--- config.mk ---
export PLATFORM = sky130hd
export DESIGN_NAME = game_state_sequencer_flat
export DESIGN_NICKNAME = d
export VERILOG_FILES = /design/src/rtl/game_state_sequencer_if.sv /design/src/rtl/game_state_sequencer.sv /design/src/flat_wrapper.sv
export SDC_FILE = /design/constraint.sdc
export NUM_CORES = 1
export LEC_CHECK = 0
export BUFFER_PORTS_ARGS = -buffer_cell sky130_fd_sc_hd__buf_2
export CAP_MARGIN = 40
export CORE_AREA = 2 2 70 72
export CTS_CLUSTER_DIAMETER = 60
export DETAILED_ROUTE_END_ITERATION = 7
export DIE_AREA = 0 0 72 74
export PLACE_DENSITY_LB_ADDON = 0.08
export SKIP_CTS_REPAIR_TIMING = 1
export SYNTH_ARGS = -nofsm -noshare
export SYNTH_HDL_FRONTEND = slang
export SYNTH_SLANG_ARGS = --single-unit
--- constraint.sdc ---
create_clock -name clk -period 2.3 [get_ports clk]
set_clock_uncertainty 0.1 [all_clocks]
set_input_delay 0.23 -clock clk [delete_from_list [all_inputs] [get_ports clk]]
set_output_delay 0.23 -clock clk [all_outputs]
set_load 0.02 [all_outputs]
--- src/rtl/game_state_sequencer_if.sv ---
// Control-side bundle of the game flow sequencer: screen transition
// requests into the sequencer, displayed state and screen enables out.
`timescale 1ns/1ps

interface game_state_sequencer_if;
    logic       start_req;
    logic       battle_req;
    logic       battle_won;
    logic       battle_lost;
    logic       win_game;
    logic       restart_req;
    logic [1:0] state;
    logic [3:0] screen_en;
    logic       state_change;

    modport master (
        output start_req, battle_req, battle_won, battle_lost, win_game, restart_req,
        input  state, screen_en, state_change
    );

    modport slave (
        input  start_req, battle_req, battle_won, battle_lost, win_game, restart_req,
        output state, screen_en, state_change
    );
endinterface

--- src/rtl/game_state_sequencer.sv ---
// Game flow controller: owns the VGA output, muxes one of four screen
// generators onto it and only switches source at a vertical-sync falling
// edge (or after FRAME_TIMEOUT cycles) so frames are never torn.
// Optional feature macro: GAME_SEQ_BATTLE_COUNT_EN (count battle wins
// towards the END condition, WIN_BATTLES wins needed).
`timescale 1ns/1ps

module game_state_sequencer #(
    parameter int unsigned FRAME_TIMEOUT = 1000000,
    parameter int unsigned WIN_BATTLES   = 3
) (
    input  logic                   clk,
    input  logic                   rst,
    game_state_sequencer_if.slave  ctrl,
    input  logic [2:0]             r0,
    input  logic [2:0]             r1,
    input  logic [2:0]             r2,
    input  logic [2:0]             r3,
    input  logic [2:0]             g0,
    input  logic [2:0]             g1,
    input  logic [2:0]             g2,
    input  logic [2:0]             g3,
    input  logic [1:0]             b0,
    input  logic [1:0]             b1,
    input  logic [1:0]             b2,
    input  logic [1:0]             b3,
    input  logic                   hs0,
    input  logic                   hs1,
    input  logic                   hs2,
    input  logic                   hs3,
    input  logic                   vs0,
    input  logic                   vs1,
    input  logic                   vs2,
    input  logic                   vs3,
    output logic [2:0]             r,
    output logic [2:0]             g,
    output logic [1:0]             b,
    output logic                   hs,
    output logic                   vs
);

    typedef enum logic [1:0] {
        ST_START  = 2'b00,
        ST_MAZE   = 2'b01,
        ST_BATTLE = 2'b10,
        ST_END    = 2'b11
    } state_t;

    localparam logic [19:0] TO_LAST = 20'(FRAME_TIMEOUT - 1);

    // The 2-bit win counter saturates at WIN_BATTLES, so it must fit.
    if (WIN_BATTLES == 0 || WIN_BATTLES > 3) begin : g_bad_win_battles
        $error("WIN_BATTLES must be in 1..3");
    end

    state_t      disp_q, disp_d;
    state_t      target_q, target_d;
    logic        pending_q, pending_d;
    logic [19:0] to_cnt_q, to_cnt_d;
    logic        vs_dly;
    logic        state_change_q;
    logic        switch_now;
    logic        win_cond;

    logic [2:0]  sel_r, sel_g;
    logic [1:0]  sel_b;
    logic        sel_hs, sel_vs;

    // Pick the pixel/sync bundle of the currently displayed screen.
    always_comb begin
        sel_r  = r0;
        sel_g  = g0;
        sel_b  = b0;
        sel_hs = hs0;
        sel_vs = vs0;
        case (disp_q)
            ST_MAZE:   begin sel_r = r1; sel_g = g1; sel_b = b1; sel_hs = hs1; sel_vs = vs1; end
            ST_BATTLE: begin sel_r = r2; sel_g = g2; sel_b = b2; sel_hs = hs2; sel_vs = vs2; end
            ST_END:    begin sel_r = r3; sel_g = g3; sel_b = b3; sel_hs = hs3; sel_vs = vs3; end
            default:   ;
        endcase
    end

`ifdef GAME_SEQ_BATTLE_COUNT_EN
    logic [1:0] battle_cnt_q, battle_cnt_d;
    logic       won_accept;

    // Win counter: counts accepted wins, clears when START is displayed again.
    always_comb begin
        win_cond     = ctrl.win_game || ((32'(battle_cnt_q) + 32'd1) == WIN_BATTLES);
        won_accept   = !pending_q && (disp_q == ST_BATTLE) && ctrl.battle_won && !ctrl.battle_lost;
        battle_cnt_d = battle_cnt_q;
        if (switch_now && (target_q == ST_START)) begin
            battle_cnt_d = '0;
        end else if (won_accept && (32'(battle_cnt_q) < WIN_BATTLES)) begin
            battle_cnt_d = battle_cnt_q + 2'd1;
        end
    end

    // Win counter register.
    always_ff @(posedge clk) begin
        if (!rst) begin
            battle_cnt_q <= '0;
        end else begin
            battle_cnt_q <= battle_cnt_d;
        end
    end
`else
    // Win condition is the external level only.
    always_comb begin
        win_cond = ctrl.win_game;
    end
`endif

    // Next-state logic: accept the event matching the displayed screen when
    // idle; while pending, wait for a VS falling edge or the timeout.
    always_comb begin
        disp_d     = disp_q;
        target_d   = target_q;
        pending_d  = pending_q;
        to_cnt_d   = to_cnt_q;
        switch_now = 1'b0;
        if (!pending_q) begin
            case (disp_q)
                ST_START: begin
                    if (ctrl.start_req) begin
                        target_d  = ST_MAZE;
                        pending_d = 1'b1;
                    end
                end
                ST_MAZE: begin
                    if (ctrl.battle_req) begin
                        target_d  = ST_BATTLE;
                        pending_d = 1'b1;
                    end
                end
                ST_BATTLE: begin
                    if (ctrl.battle_lost) begin
                        target_d  = ST_END;
                        pending_d = 1'b1;
                    end else if (ctrl.battle_won) begin
                        target_d  = win_cond ? ST_END : ST_MAZE;
                        pending_d = 1'b1;
                    end
                end
                ST_END: begin
                    if (ctrl.restart_req) begin
                        target_d  = ST_START;
                        pending_d = 1'b1;
                    end
                end
                default: ;
            endcase
            if (pending_d) begin
                to_cnt_d = '0;
            end
        end else begin
            to_cnt_d = to_cnt_q + 20'd1;
            if ((vs_dly && !sel_vs) || (to_cnt_q == TO_LAST)) begin
                switch_now = 1'b1;
                disp_d     = target_q;
                pending_d  = 1'b0;
            end
        end
    end

    // State register. vs_dly follows the selected VS every cycle so a stale
    // high from an earlier frame can never fake an edge once pending rises.
    always_ff @(posedge clk) begin
        if (!rst) begin
            disp_q         <= ST_START;
            target_q       <= ST_START;
            pending_q      <= 1'b0;
            to_cnt_q       <= '0;
            vs_dly         <= 1'b1;
            state_change_q <= 1'b0;
        end else begin
            disp_q         <= disp_d;
            target_q       <= target_d;
            pending_q      <= pending_d;
            to_cnt_q       <= to_cnt_d;
            vs_dly         <= sel_vs;
            state_change_q <= switch_now;
        end
    end

    // Registered pixel output from the displayed screen.
    always_ff @(posedge clk) begin
        if (!rst) begin
            r  <= '0;
            g  <= '0;
            b  <= '0;
            hs <= 1'b1;
            vs <= 1'b1;
        end else begin
            r  <= sel_r;
            g  <= sel_g;
            b  <= sel_b;
            hs <= sel_hs;
            vs <= sel_vs;
        end
    end

    assign ctrl.state        = disp_q;
    assign ctrl.screen_en    = 4'b0001 << disp_q;
    assign ctrl.state_change = state_change_q;

endmodule

--- src/flat_wrapper.sv ---
// flat-port wrapper written by rule: the top's interface ports become plain ports
module game_state_sequencer_flat 
#(
    parameter int unsigned FRAME_TIMEOUT = 1000000,
    parameter int unsigned WIN_BATTLES   = 3
)
  (clk, rst, r0, r1, r2, r3, g0, g1, g2, g3, b0, b1, b2, b3, hs0, hs1, hs2, hs3, vs0, vs1, vs2, vs3, r, g, b, hs, vs, ctrl_start_req, ctrl_battle_req, ctrl_battle_won, ctrl_battle_lost, ctrl_win_game, ctrl_restart_req, ctrl_state, ctrl_screen_en, ctrl_state_change);
  game_state_sequencer_if ctrl_i ();
  input  logic clk;
  input  logic rst;
  input  logic [2:0] r0;
  input  logic [2:0] r1;
  input  logic [2:0] r2;
  input  logic [2:0] r3;
  input  logic [2:0] g0;
  input  logic [2:0] g1;
  input  logic [2:0] g2;
  input  logic [2:0] g3;
  input  logic [1:0] b0;
  input  logic [1:0] b1;
  input  logic [1:0] b2;
  input  logic [1:0] b3;
  input  logic hs0;
  input  logic hs1;
  input  logic hs2;
  input  logic hs3;
  input  logic vs0;
  input  logic vs1;
  input  logic vs2;
  input  logic vs3;
  output logic [2:0] r;
  output logic [2:0] g;
  output logic [1:0] b;
  output logic hs;
  output logic vs;
  input wire logic [$bits(ctrl_i.start_req)-1:0] ctrl_start_req;
  input wire logic [$bits(ctrl_i.battle_req)-1:0] ctrl_battle_req;
  input wire logic [$bits(ctrl_i.battle_won)-1:0] ctrl_battle_won;
  input wire logic [$bits(ctrl_i.battle_lost)-1:0] ctrl_battle_lost;
  input wire logic [$bits(ctrl_i.win_game)-1:0] ctrl_win_game;
  input wire logic [$bits(ctrl_i.restart_req)-1:0] ctrl_restart_req;
  output wire logic [$bits(ctrl_i.state)-1:0] ctrl_state;
  output wire logic [$bits(ctrl_i.screen_en)-1:0] ctrl_screen_en;
  output wire logic [$bits(ctrl_i.state_change)-1:0] ctrl_state_change;
  assign ctrl_i.start_req = ctrl_start_req;
  assign ctrl_i.battle_req = ctrl_battle_req;
  assign ctrl_i.battle_won = ctrl_battle_won;
  assign ctrl_i.battle_lost = ctrl_battle_lost;
  assign ctrl_i.win_game = ctrl_win_game;
  assign ctrl_i.restart_req = ctrl_restart_req;
  assign ctrl_state = ctrl_i.state;
  assign ctrl_screen_en = ctrl_i.screen_en;
  assign ctrl_state_change = ctrl_i.state_change;
  game_state_sequencer #(.FRAME_TIMEOUT(FRAME_TIMEOUT), .WIN_BATTLES(WIN_BATTLES)) u_core (.clk(clk), .rst(rst), .ctrl(ctrl_i), .r0(r0), .r1(r1), .r2(r2), .r3(r3), .g0(g0), .g1(g1), .g2(g2), .g3(g3), .b0(b0), .b1(b1), .b2(b2), .b3(b3), .hs0(hs0), .hs1(hs1), .hs2(hs2), .hs3(hs3), .vs0(vs0), .vs1(vs1), .vs2(vs2), .vs3(vs3), .r(r), .g(g), .b(b), .hs(hs), .vs(vs));
endmodule
## Word-level counts from Yosys, hierarchy flattened

Cells that the tools add are included.

| cells by class | value |
|---|---|
| add/subtract/negate cells | 1 |
| equal/unequal tests | 8 |
| shift-type cells | 1 |
| multiplexer cells | 24 |
| bitwise logic cells | 1 |
| reductions and logical operators | 8 |

Operators with widths:

| cell | count |
|---|---|
| $mux W20 | 2 |
| $add A20 B1 Y20 const B | 1 |
| $eq A20 B20 Y1 const B | 1 |
| $pmux W3 S3 | 2 |
| $mux W2 | 6 |
| $mux W1 | 9 |
| $pmux W2 S4 | 1 |
| $ne A2 B2 Y1 const B | 3 |
| $pmux W1 S3 | 2 |
| $pmux W2 S3 | 1 |
| $reduce_and A5 Y1 | 1 |
| $eq A2 B2 Y1 const B | 2 |
| $pmux W1 S4 | 1 |
| $reduce_and A2 Y1 | 2 |
| $shl A1 B2 Y4 const A | 1 |
| $ne A3 B3 Y1 const B | 1 |
| $eq A2 B1 Y1 const B | 1 |
| $logic_not A2 Y1 | 1 |
| $reduce_bool A2 Y1 | 1 |
| $logic_and A1 B1 Y1 | 1 |
| $logic_not A1 Y1 | 1 |
| $logic_or A1 B1 Y1 | 1 |
| $not A1 Y1 | 1 |

| storage, ports and cells | value |
|---|---|
| flip-flop bits (word level) | 36 |
| input bits | 48 |

## Depth between registers and ports, before layout

| depth | value |
|---|---|
| depth after elaboration | 7 |
| mapped depth | 6 |

## Worst setup path before layout

No wires, ideal clock.

| path | value |
|---|---|
| kind | flip-flop to flip-flop |
| start point | reg u_core.disp_q[0] (netlist: u_core.ctrl.state[0]) |
| end point | reg u_core.disp_q[0] (netlist: u_core.ctrl.state[0]) |
| library setup time | 0.072 ns |
| data arrival time | 1.594 ns |
| data required time | 2.128 ns |
| slack | 0.534 ns |
| stages on the path, launching flop included | 5 |
| buffers on the path | 1 |
| period minus slack after synthesis | 1.766 ns |
| cell sequence | dfxtp_1 buf_6 mux4_2 o22ai_2 mux2i_1 |

| between the ends | value |
|---|---|
| cells in the longest elaborated chain, start to end | 6 |

Ends and longest elaborated chain:

| what | RTL line | source |
|---|---|---|
| from (decl) | game_state_sequencer.sv:56 | `state_t disp_q, disp_d;` |
| from (signal assigned) | game_state_sequencer.sv:178 | `disp_q <= disp_d;` |
| $eq A2 B2 Y1 or $eq A2 B1 Y1 (tied branches) | game_state_sequencer.sv:76 | `case (disp_q)` |
| $pmux W1 S3 (*) | game_state_sequencer.sv:76 |  |
| $logic_not A1 Y1 (*) | game_state_sequencer.sv:159 | `if ((vs_dly && !sel_vs) \|\| (to_cnt_q == TO_LAST)) begin` |
| $logic_and A1 B1 Y1 (*) | game_state_sequencer.sv:159 |  |
| $logic_or A1 B1 Y1 (*) | game_state_sequencer.sv:159 |  |
| $reduce_and A2 Y1 (no line) (*) | n/a |  |

Mark *: on every way between the ends. The rest lies on a longest branch, timed or not.
A chain may end at the register's enable or synchronous reset.

## Worst setup path after layout

| path | value |
|---|---|
| start point | reg u_core.disp_q[0] (netlist: u_core.ctrl.state[0]) |
| end point | reg u_core.to_cnt_q[10] |

| between the ends | value |
|---|---|
| cells in the longest elaborated chain, start to end | 4 |

Ends and longest elaborated chain:

| what | RTL line | source |
|---|---|---|
| $eq A2 B2 Y1 (tied with other cells) | game_state_sequencer.sv:124 | `case (disp_q)` |
| $pmux W1 S4 (*) | game_state_sequencer.sv:124 |  |
| $mux W1 (*) | game_state_sequencer.sv:123 | `if (!pending_q) begin` |
| $reduce_bool A2 Y1 (no line) (*) | n/a |  |
| to (signal assigned) | game_state_sequencer.sv:181 | `to_cnt_q <= to_cnt_d;` |
| to (decl) | game_state_sequencer.sv:59 | `logic [19:0] to_cnt_q, to_cnt_d;` |

Mark *: on every way between the ends. The rest lies on a longest branch, timed or not. The select of a mux whose other input is x is not followed.

==> summary.txt <==
Status
  – Status: finished, final reports clean

Clocking
  – Clock Tree Buf Depth: 2
  – Clock Latency Late Sink: 0.28 ns
  – Number of CTS-inserted buffers: 5
  – Htree depth: 2
  – Clock transition at path regs: 0.07 ns
  – CTS tree: yes
  – CTS sink cnt: 36
  – CTS root buf: clkbuf_8

Routing
  – Vias: 1677
  – Vias per Instance: 5.39
  – Initial DRC count: 51
  – Pre-antenna DRT Iters: 4
  – WL met1: 2010 um
  – ANT nets after route: 0
  – Detailed Route WL: 4250 um
  – Detail-routed net length per standard cell: 13.6 um
  – Routed met3 length: 197 um
  – Top sig layer: met4
  – Routed wl met2: 2000 um
  – Residual DRC count: 0

Worst setup path
  – CP Capture Type: flip-flop
  – CP max FO: 20
  – Worst setup SP type: flip-flop
  – Reg2Reg Setup Slack: 0.41 ns
  – WP data arrival: 2.01 ns
  – Worst endpoint required time: 2.43 ns
  – WS Path Type: reg2reg

Power
  – Logic gate share of total power: 13.4%
  – Cell Int Power: 936 uW
  – Leak: 0.00102 uW
  – Total chip power: 1240 uW
  – Net Sw Frac: 24.5%
  – PwrDens: 524 nW/um^2
  – Clock power share: 33.9%
  – Peak supply drop: 0.000373 V
  – Flop pwr share: 52.7%
  – Switching Power: 304 uW

Timing
  – RSZ-0062 raised after global routing: false
  – Final-report hold violation count: 0
  – FMAX: 530 MHz
  – Final slew viol count: 0
  – Slew Limit Headroom: 58.4%
  – Worst-Margin Slew: 0.624 ns
  – Final setup viols: 0
  – Final Cycle Share: 82.0%
  – Post-layout minimum cycle time: 1.89 ns
  – Setup TNS: 0 ns

Yosys
  – Dominant cells by area after synthesis: dfxtp_1, mux4_2, and3_1
  – Mux share of post-synthesis cell area: 15.3%
  – Top-count cell post-synth: dfxtp_1
  – FFs w/ async S/R, synth: 0%
  – Post-synthesis simple-gate area fraction: 28.7%
  – Yosys warns: 0
  – Top_reg_cell synth: dfxtp_1
  – Post-synth top cells: dfxtp_1, and3_1, nand2_1
  – Post-Synth XOR/XNOR Area: 0.458%
  – Leading area contributor after synthesis: dfxtp_1
  – Post-Syn Area: 1910 um^2
  – Largest family of logic cells by synthesized area: simple AND/OR/NAND/NOR gates
  – Seq/Total Area, Yosys: 37.7%
  – Synthesized flop and latch total: 36
  – Mean post-synth cell area: 9.96 um^2
  – Synth Area in Adders: 0.654%
  – Syn_nets: 241
  – Distinct cells, synth: 40
  – Top cell type's share of synthesized area: 37.7%
  – Post-synthesis compound-gate area fraction: 13.5%
  – Post-synth EDFFs: 0
  – Post-Syn Instances: 192

GRT
  – Total grt overflow: 0
  – Tot GR Track Use: 15.7%
  – Global-route wire length before repair: 6660 um
  – Antenna violations before repair: 0
  – Number of global-route vias before repair: 1463
  – Largest net degree at the start of global routing: 40

Floorplan
  – # rows: 25
  – Top Ports: 65
  – Full die area: 5330 um^2
  – Core area: 4600 um^2
  – Die H: 74 um
  – Initial Utilization: 41.6%
  – Die W: 72 um

Layout
  – N_diodes: 0
  – Layout cells sized above 1: 36.6%
  – Final Net Count: 306
  – Layout area overhead: 23.6%
  – Final design area excluding fillers: 2360 um^2
  – Fill count: 463

Placement
  – Placed Instance Area: 2290 um^2
  – Post-DP HPWL: 3050 um
  – Buffers on Ports: 64
  – Gpl congestion: 0.692

Hold path
  – Hold crit path type: in2reg

Job
  – Maximum capacitance violations: 0
==> registers in the layout, summed over array words and instances (netlist names) <==
register	count
u_core.b	2
u_core.ctrl.state	2
u_core.ctrl.state_change	1
u_core.g	3
u_core.hs	1
u_core.pending_q	1
u_core.r	3
u_core.target_q	2
u_core.to_cnt_q	20
u_core.vs_dly	1
==> cells in the final DEF, fill, tap and decap left out, types with 6 or more instances in the layout <==
cell	netlist	routed
mux4_2	11	11
a21boi_1	8	8
or3_1	6	6
and3_1	14	14
nor2_1	11	11
dfxtp_1	36	36
nand3_1	6	6
o21a_1	11	11
buf_4	0	6
buf_2	5	64
and2_1	11	11
nand2_1	14	14
==> stage by stage <==
step	hold slack (ns)	utilization (%)	cells	setup WS, ns
finish	0.195	51.4	311	0.415
floorplan	0.285	-	192	0.534
CTS	0.191	51.4	311	0.379
detailed placement	0.348	49.7	304	0.409
global placement	0.355	49.7	304	0.437
global route	0.194	51.4	311	0.214
==> worst max-delay path, stage by stage (launching register included) <==
cell	delay, ns
dfxtp_1	0.50
buf_4	0.31
nand2b_1	0.10
a32oi_2	0.24
buf_4	0.28
and3_1	0.18
o21a_1	0.12
==> cell families (layout without fill, tap and decap cells) <==
kind of cell	after synthesis	count (layout)
DFF	36	36
and+or+nand+nor	92	92
buffers and inverters	15	80
xor gates and xnor gates	1	1
adders and majority gates	1	1
muxes	15	15
AOI/OAI and AO/OA	32	32
==> path summary, 6_finish.rpt <==
path | to | cells after the start | start
worst min-delay path | u_core.target_q[1] | 3 | ctrl_win_game
worst max register to register | u_core.to_cnt_q[10] | 6 | u_core.ctrl.state[0]
worst max-delay path | u_core.to_cnt_q[10] | 6 | u_core.ctrl.state[0]
worst min register to register | u_core.ctrl.state[1] | 2 | u_core.target_q[1]
==> power groups by stage <==
| stage | Combinational [uW] | Sequential [uW] | Clock (uW) |
|---|---|---|---|
| 2_1_floorplan | 84.9 | 682 | 0 |
| 3_3_place_gp | 169 | 667 | 0 |
| 3_5_place_dp | 168 | 667 | 0 |
| 4_1_cts | 169 | 653 | 436 |
| 5_1_grt | 182 | 655 | 468 |
| 6_report | 167 | 653 | 420 |
==> area by class of cell <==
class | instances | area (um^2) | share of cell area (%)
clock buffers | 6 | 72.6 | 3.07
clock inverters | 1 | 5.00 | 0.212
inverters | 3 | 11.3 | 0.476
multi-input cells | 141 | 1120 | 47.4
flip-flops and latches | 36 | 721 | 30.5
well taps | 54 | 67.6 | 2.86
repair buffers | 70 | 365 | 15.5
==> layer usage <==
layer | global-route usage [%] | up-vias
met5 | 0 | -
li1 | - | 843
met3 | 4.07 | 4
met1 | 21.1 | 794
met4 | 5.03 | 0
met2 | 25.0 | 36
(Power assumes the default switching activity.)
